### src/rtl/cdb_arbiter.sv
// Common data bus arbiter: two result sources (EX and SLB) share one
// registered broadcast path to the ROB, the RS and the SLB. Each source has a
// small skid FIFO and a round-robin pointer settles simultaneous requests.
module cdb_arbiter #(
    parameter int NICK_W     = 5,
    parameter int DATA_W     = 32,
    parameter int ADDR_W     = 32,
    parameter int FIFO_DEPTH = 2
) (
    input  logic              clk,
    input  logic              rst_n,
    input  logic              rdy,
    input  logic              iclr,
    input  logic              iEX_en,
    input  logic [NICK_W-1:0] iEX_nick,
    input  logic [DATA_W-1:0] iEX_dt,
    input  logic              iEX_ac,
    input  logic [ADDR_W-1:0] iEX_j_pc,
    output logic              oEX_stall,
    input  logic              iSLB_en,
    input  logic [NICK_W-1:0] iSLB_nick,
    input  logic [DATA_W-1:0] iSLB_dt,
    output logic              oSLB_stall,
    output logic              oCDB_en,
    output logic              oCDB_src,
    output logic [NICK_W-1:0] oCDB_nick,
    output logic [DATA_W-1:0] oCDB_dt,
    output logic              oCDB_ac,
    output logic [ADDR_W-1:0] oCDB_j_pc,
    output logic              oERR
);

    localparam int PTR_W = $clog2(FIFO_DEPTH);
    localparam int CNT_W = PTR_W + 1;
    localparam logic [CNT_W-1:0] FULL_CNT = CNT_W'(FIFO_DEPTH);

    // Round-robin pointer: which source wins when both have a candidate
    typedef enum logic {
        RR_EX  = 1'b0,
        RR_SLB = 1'b1
    } rr_t;

    rr_t rr_ptr;

    // EX skid FIFO storage and bookkeeping
    logic [NICK_W-1:0] ex_nick_mem [FIFO_DEPTH];
    logic [DATA_W-1:0] ex_dt_mem   [FIFO_DEPTH];
    logic              ex_ac_mem   [FIFO_DEPTH];
    logic [ADDR_W-1:0] ex_pc_mem   [FIFO_DEPTH];
    logic [PTR_W-1:0]  ex_rd;
    logic [PTR_W-1:0]  ex_wr;
    logic [CNT_W-1:0]  ex_cnt;

    // SLB skid FIFO storage and bookkeeping
    logic [NICK_W-1:0] slb_nick_mem [FIFO_DEPTH];
    logic [DATA_W-1:0] slb_dt_mem   [FIFO_DEPTH];
    logic [PTR_W-1:0]  slb_rd;
    logic [PTR_W-1:0]  slb_wr;
    logic [CNT_W-1:0]  slb_cnt;

    logic ex_head_vld;
    logic slb_head_vld;
    logic ex_in_ok;
    logic slb_in_ok;
    logic ex_bad;
    logic slb_bad;
    logic ex_cand;
    logic slb_cand;
    logic grant_ex;
    logic grant_slb;
    logic ex_push;
    logic ex_pop;
    logic slb_push;
    logic slb_pop;
    logic advance;

    logic              win_src;
    logic [NICK_W-1:0] win_nick;
    logic [DATA_W-1:0] win_dt;
    logic              win_ac;
    logic [ADDR_W-1:0] win_pc;

    // Stall comes straight from the registered occupancy
    assign oEX_stall  = (ex_cnt == FULL_CNT);
    assign oSLB_stall = (slb_cnt == FULL_CNT);

    // An edge only does useful work when enabled and not flushing
    assign advance = rdy && !iclr;

    // Classify live inputs, pick candidates, and arbitrate between them
    always_comb begin
        ex_head_vld  = (ex_cnt != '0);
        slb_head_vld = (slb_cnt != '0);

        ex_in_ok  = iEX_en && !oEX_stall && (iEX_nick != '0);
        slb_in_ok = iSLB_en && !oSLB_stall && (iSLB_nick != '0);
        ex_bad    = iEX_en && (oEX_stall || (iEX_nick == '0));
        slb_bad   = iSLB_en && (oSLB_stall || (iSLB_nick == '0));

        ex_cand  = ex_head_vld || ex_in_ok;
        slb_cand = slb_head_vld || slb_in_ok;

        grant_ex  = ex_cand && (!slb_cand || (rr_ptr == RR_EX));
        grant_slb = slb_cand && (!ex_cand || (rr_ptr == RR_SLB));

        ex_pop   = grant_ex && ex_head_vld;
        slb_pop  = grant_slb && slb_head_vld;
        ex_push  = ex_in_ok && (ex_head_vld || !grant_ex);
        slb_push = slb_in_ok && (slb_head_vld || !grant_slb);
    end

    // Steer the winning result (FIFO head or bypassed live input) to the bus
    always_comb begin
        win_src  = 1'b0;
        win_nick = '0;
        win_dt   = '0;
        win_ac   = 1'b0;
        win_pc   = '0;
        if (grant_ex) begin
            win_src = 1'b0;
            if (ex_head_vld) begin
                win_nick = ex_nick_mem[ex_rd];
                win_dt   = ex_dt_mem[ex_rd];
                win_ac   = ex_ac_mem[ex_rd];
                win_pc   = ex_pc_mem[ex_rd];
            end else begin
                win_nick = iEX_nick;
                win_dt   = iEX_dt;
                win_ac   = iEX_ac;
                win_pc   = iEX_j_pc;
            end
        end else if (grant_slb) begin
            win_src = 1'b1;
            if (slb_head_vld) begin
                win_nick = slb_nick_mem[slb_rd];
                win_dt   = slb_dt_mem[slb_rd];
            end else begin
                win_nick = iSLB_nick;
                win_dt   = iSLB_dt;
            end
        end
    end

    // EX FIFO payload write; storage needs no reset since count gates reads
    always_ff @(posedge clk) begin
        if (advance && ex_push) begin
            ex_nick_mem[ex_wr] <= iEX_nick;
            ex_dt_mem[ex_wr]   <= iEX_dt;
            ex_ac_mem[ex_wr]   <= iEX_ac;
            ex_pc_mem[ex_wr]   <= iEX_j_pc;
        end
    end

    // SLB FIFO payload write
    always_ff @(posedge clk) begin
        if (advance && slb_push) begin
            slb_nick_mem[slb_wr] <= iSLB_nick;
            slb_dt_mem[slb_wr]   <= iSLB_dt;
        end
    end

    // EX FIFO pointers and occupancy; pointers wrap naturally at the depth
    always_ff @(posedge clk or negedge rst_n) begin
        if (!rst_n) begin
            ex_rd  <= '0;
            ex_wr  <= '0;
            ex_cnt <= '0;
        end else if (rdy) begin
            if (iclr) begin
                ex_rd  <= '0;
                ex_wr  <= '0;
                ex_cnt <= '0;
            end else begin
                if (ex_pop) begin
                    ex_rd <= ex_rd + 1'b1;
                end
                if (ex_push) begin
                    ex_wr <= ex_wr + 1'b1;
                end
                if (ex_push && !ex_pop) begin
                    ex_cnt <= ex_cnt + 1'b1;
                end else if (ex_pop && !ex_push) begin
                    ex_cnt <= ex_cnt - 1'b1;
                end
            end
        end
    end

    // SLB FIFO pointers and occupancy
    always_ff @(posedge clk or negedge rst_n) begin
        if (!rst_n) begin
            slb_rd  <= '0;
            slb_wr  <= '0;
            slb_cnt <= '0;
        end else if (rdy) begin
            if (iclr) begin
                slb_rd  <= '0;
                slb_wr  <= '0;
                slb_cnt <= '0;
            end else begin
                if (slb_pop) begin
                    slb_rd <= slb_rd + 1'b1;
                end
                if (slb_push) begin
                    slb_wr <= slb_wr + 1'b1;
                end
                if (slb_push && !slb_pop) begin
                    slb_cnt <= slb_cnt + 1'b1;
                end else if (slb_pop && !slb_push) begin
                    slb_cnt <= slb_cnt - 1'b1;
                end
            end
        end
    end

    // Round-robin pointer flips only when both sources contended
    always_ff @(posedge clk or negedge rst_n) begin
        if (!rst_n) begin
            rr_ptr <= RR_EX;
        end else if (rdy) begin
            if (iclr) begin
                rr_ptr <= RR_EX;
            end else if (ex_cand && slb_cand) begin
                rr_ptr <= (rr_ptr == RR_EX) ? RR_SLB : RR_EX;
            end
        end
    end

    // Registered broadcast; payload fields hold between results
    always_ff @(posedge clk or negedge rst_n) begin
        if (!rst_n) begin
            oCDB_en   <= 1'b0;
            oCDB_src  <= 1'b0;
            oCDB_nick <= '0;
            oCDB_dt   <= '0;
            oCDB_ac   <= 1'b0;
            oCDB_j_pc <= '0;
        end else if (!advance) begin
            oCDB_en <= 1'b0;
        end else begin
            oCDB_en <= grant_ex || grant_slb;
            if (grant_ex || grant_slb) begin
                oCDB_src  <= win_src;
                oCDB_nick <= win_nick;
                oCDB_dt   <= win_dt;
                oCDB_ac   <= win_ac;
                oCDB_j_pc <= win_pc;
            end
        end
    end

    // Sticky error for dropped inputs (sent while stalled, or with tag 0)
    always_ff @(posedge clk or negedge rst_n) begin
        if (!rst_n) begin
            oERR <= 1'b0;
        end else if (advance && (ex_bad || slb_bad)) begin
            oERR <= 1'b1;
        end
    end

endmodule
### config.mk
export PLATFORM = sky130hd
export DESIGN_NAME = cdb_arbiter
export DESIGN_NICKNAME = d
export VERILOG_FILES = /design/src/rtl/cdb_arbiter.sv
export SDC_FILE = /design/constraint.sdc
export NUM_CORES = 1
export LEC_CHECK = 0
export CORE_ASPECT_RATIO = 1.2
export CORE_MARGIN = 4
export CORE_UTILIZATION = 25
export DETAILED_ROUTE_END_ITERATION = 6
export GPL_TIMING_DRIVEN = 0
export PLACE_DENSITY = 0.53
export SYNTH_ARGS = -nofsm -noshare
export SYNTH_HDL_FRONTEND = slang
export SYNTH_SLANG_ARGS = --single-unit
### constraint.sdc
create_clock -name clk -period 17.02 [get_ports clk]
set_clock_uncertainty 0.05 [all_clocks]
set_input_delay 3.404 -clock clk [delete_from_list [all_inputs] [get_ports clk]]
set_output_delay 3.404 -clock clk [all_outputs]
set_load 0.005 [all_outputs]
==> results_dict.tcl <==
set metrics [dict create \
    status "complete, no violations" \
    fp.dieArea_um2 52200 \
    hold_violations 0 \
    synth_common_cells "214 x edfxtp_1, 147 x nor2_1, 82 x dfrtp_1, 71 x mux2_2, 69 x a221oi_1" \
    crit_path_start_kind "input port" \
    synth_top_family_by_area "compound AO/OA/AOI/OAI gates" \
    yosys.area_share.adder_pct 0 \
    first_iter_violations 496 \
    yosys-mux-area-fraction_pct 9.54 \
    yosysSeqAreaShare_pct 69.7 \
    multi_input_area_um2 3400 \
    cts_made_buffers 34 \
    portBuffers 186 \
    hold_ws_ns 0.432 \
    synth.cell_area_um2 12200 \
    drive_gt1_share_pct 15.7 \
    worst_slew_pin_slew_ns 0.869 \
    grt_pass1_wl_mm 56.2 \
    slew_headroom_pct 42.0 \
    coreArea_um2 48100 \
    final_antenna_net_count 0 \
    finalSetupViolCount 0 \
    dpl.hpwl_mm 25.7 \
    synth_edf_count 214 \
    grt_overflow 0 \
    grt_pass1_vias 8582 \
    regArea_um2 8480 \
    avgSynthCellArea_um2 14.0 \
    worst-setup-path-type "in2reg" \
    syn_nets 980 \
    maxCapViolations 0 \
    total_power_w 0.00201 \
    synth_flop_cell "edfxtp_1" \
    synth_compound_gate_area_share_pct 10.5 \
    wl_per_cell_um 21.3 \
    crit_fanout 10 \
    yosysMostFrequentCell "edfxtp_1" \
    cts.sinks 296 \
    rsz0062_at_grt "no" \
    drc 0 \
    synth_xor_area_share_pct 0 \
    cts_root_buf "clkbuf_16" \
    leakage_nw 5.66 \
    irDropWorstVdd_mv 0.0641 \
    hold_class "reg2reg" \
    synth-simple-area-share_pct 7.82 \
    fp.dieW_um 209 \
    yosys-top-cells-area "edfxtp_1 53%, dfrtp_1 17%, mux2_2 6.6%" \
    dp_slack_ns 10.28 \
    finalCritPeriodShare_pct 35.9 \
    routed_via_density 4.63 \
    area_growth_pct 33.3 \
    async_reset_ff_share_pct 27.7 \
    nNetsFinal 1226 \
    fin_ws_ns 10.91 \
    grt_max_degree 46 \
    synth_cells 867 \
    required_ns 17.20 \
    globalRouteTotalUtil_pct 14.2 \
    fmax_ghz 0.164 \
    cts_tree "done" \
    crit_arrival_ns 6.29 \
    gp_congestion 0.752 \
    fillers 4759 \
    yosysTopAreaCell "edfxtp_1" \
    antenna_found_initial 7 \
    finalSetupTns_ns 0 \
    ctsHoldBuffers 0 \
    period_needed_ns 6.11 \
    clk_pin_slew_worst_paths_ns 0.06 \
    vias 8207 \
    finalMaxSlewViolations 0 \
    wl_mm 37.7 \
    htreeDepth 2 \
    num_rows 88 \
    ys_ff_latch 296 \
    die_h_um 250 \
    firstDrtPassIters 5 \
    end_kind "flop" \
    clock_latency_ns 0.55 \
    synth_cell_types 49 \
    start_util_pct 25.3 \
    cts_setup_buffers 0 \
    io_pins 188 \
    postCtsResizedCells 0 \
    yosysTopAreaCellShare_pct 52.9 \
    ys.warnings.count 0 \
    cts_max_path_buffers 3 \
    power.density_nw_per_um2 124 \
]
stage by stage:
stage	instances	cell area [um^2]	utilization [%]
2_1_floorplan	867	12200	-
3_3_place_gp	1683	14800	30.8
3_5_place_dp	1707	15100	31.4
4_1_cts	1769	16200	33.7
5_1_grt	1770	16200	33.7
6_report	1771	16200	33.7
sequential cells by signal, indices dropped and copies added, names as in the netlist, 2 cells and up:
signal / cells
ex_ac_mem: 2
ex_cnt: 2
ex_dt_mem: 64
ex_nick_mem: 10
ex_pc_mem: 64
oCDB_dt: 32
oCDB_j_pc: 32
oCDB_nick: 5
slb_cnt: 2
slb_dt_mem: 64
slb_nick_mem: 10
cells by family after synthesis:
| kind of cell | count (synthesis) |
|---|---|
| buffers and inverters | 72 |
| AOI/OAI and AO/OA | 182 |
| and+or+nand+nor | 210 |
| muxes | 107 |
| DFF | 296 |
per-layer routing:
layer	vias to the layer above	routed length, um	global-route usage [%]
met3	66	2320	3.76
met1	4080	16200	18.5
met2	244	18300	23.4
met4	10	903	3.66
li1	3807	-	-
met5	-	69	0
power by group:
part	total (W)	internal (W)	switching [W]
clock network	0.000724	0.000424	0.000300
registers	0.000880	0.000845	0.0000350
logic	0.000403	0.000197	0.000206
worst paths after layout:
| check | startpoint | end | slack, ns | cells after the start |
|---|---|---|---|---|
| worst max-delay path | iEX_nick[4] | ex_dt_mem[1][2]$_DFFE_PP_ | 10.91 | 9 |
| worst min register to register | oERR$_DFFE_PN0P_ | oERR$_DFFE_PN0P_ | 0.43 | 1 |
| min in group asynchronous | rst_n | oCDB_j_pc[7]$_DFFE_PN0P_ | 2.82 | 1 |
| max in group asynchronous | rst_n | ex_wr$_DFFE_PN0P_ | 13.39 | 2 |
| worst max register to register | ex_cnt[0]$_DFFE_PN0P_ | ex_dt_mem[1][2]$_DFFE_PP_ | 13.96 | 9 |
| worst min-delay path | oERR$_DFFE_PN0P_ | oERR$_DFFE_PN0P_ | 0.43 | 1 |
placed cells by master, fill, tap and decap left out, drive strengths merged, types with 36 or more instances in the layout:
cell and count:
edfxtp 214, clkdlybuf4s50 185, nor2 149, clkbuf 87, dfrtp 82, mux2 71
a221oi 69, buf 50, o21ai 45, a21oi 42, and3 37, mux2i 36
final cells by class:
| cell class | count | area share [%] |
|---|---|---|
| well taps | 630 | 4.86 |
| plain buffers | 63 | 1.64 |
| repair buffers | 210 | 13.3 |
| inverters | 9 | 0.208 |
| flip-flops and latches | 296 | 52.3 |
| diodes | 2 | 0.0309 |
| clock buffers | 49 | 5.66 |
| clock inverters | 13 | 1.00 |
| multi-input cells | 499 | 21.0 |
worst max-delay path: stages:
cell	delay [ns]
clkdlybuf4s50_1	0.55
or3_1	0.47
o211ai_1	0.30
o21ai_1	0.17
nor3_2	0.64
buf_8	0.23
buf_6	0.16
buf_6	0.16
buf_6	0.18
Power figures use the tool's default switching activity.
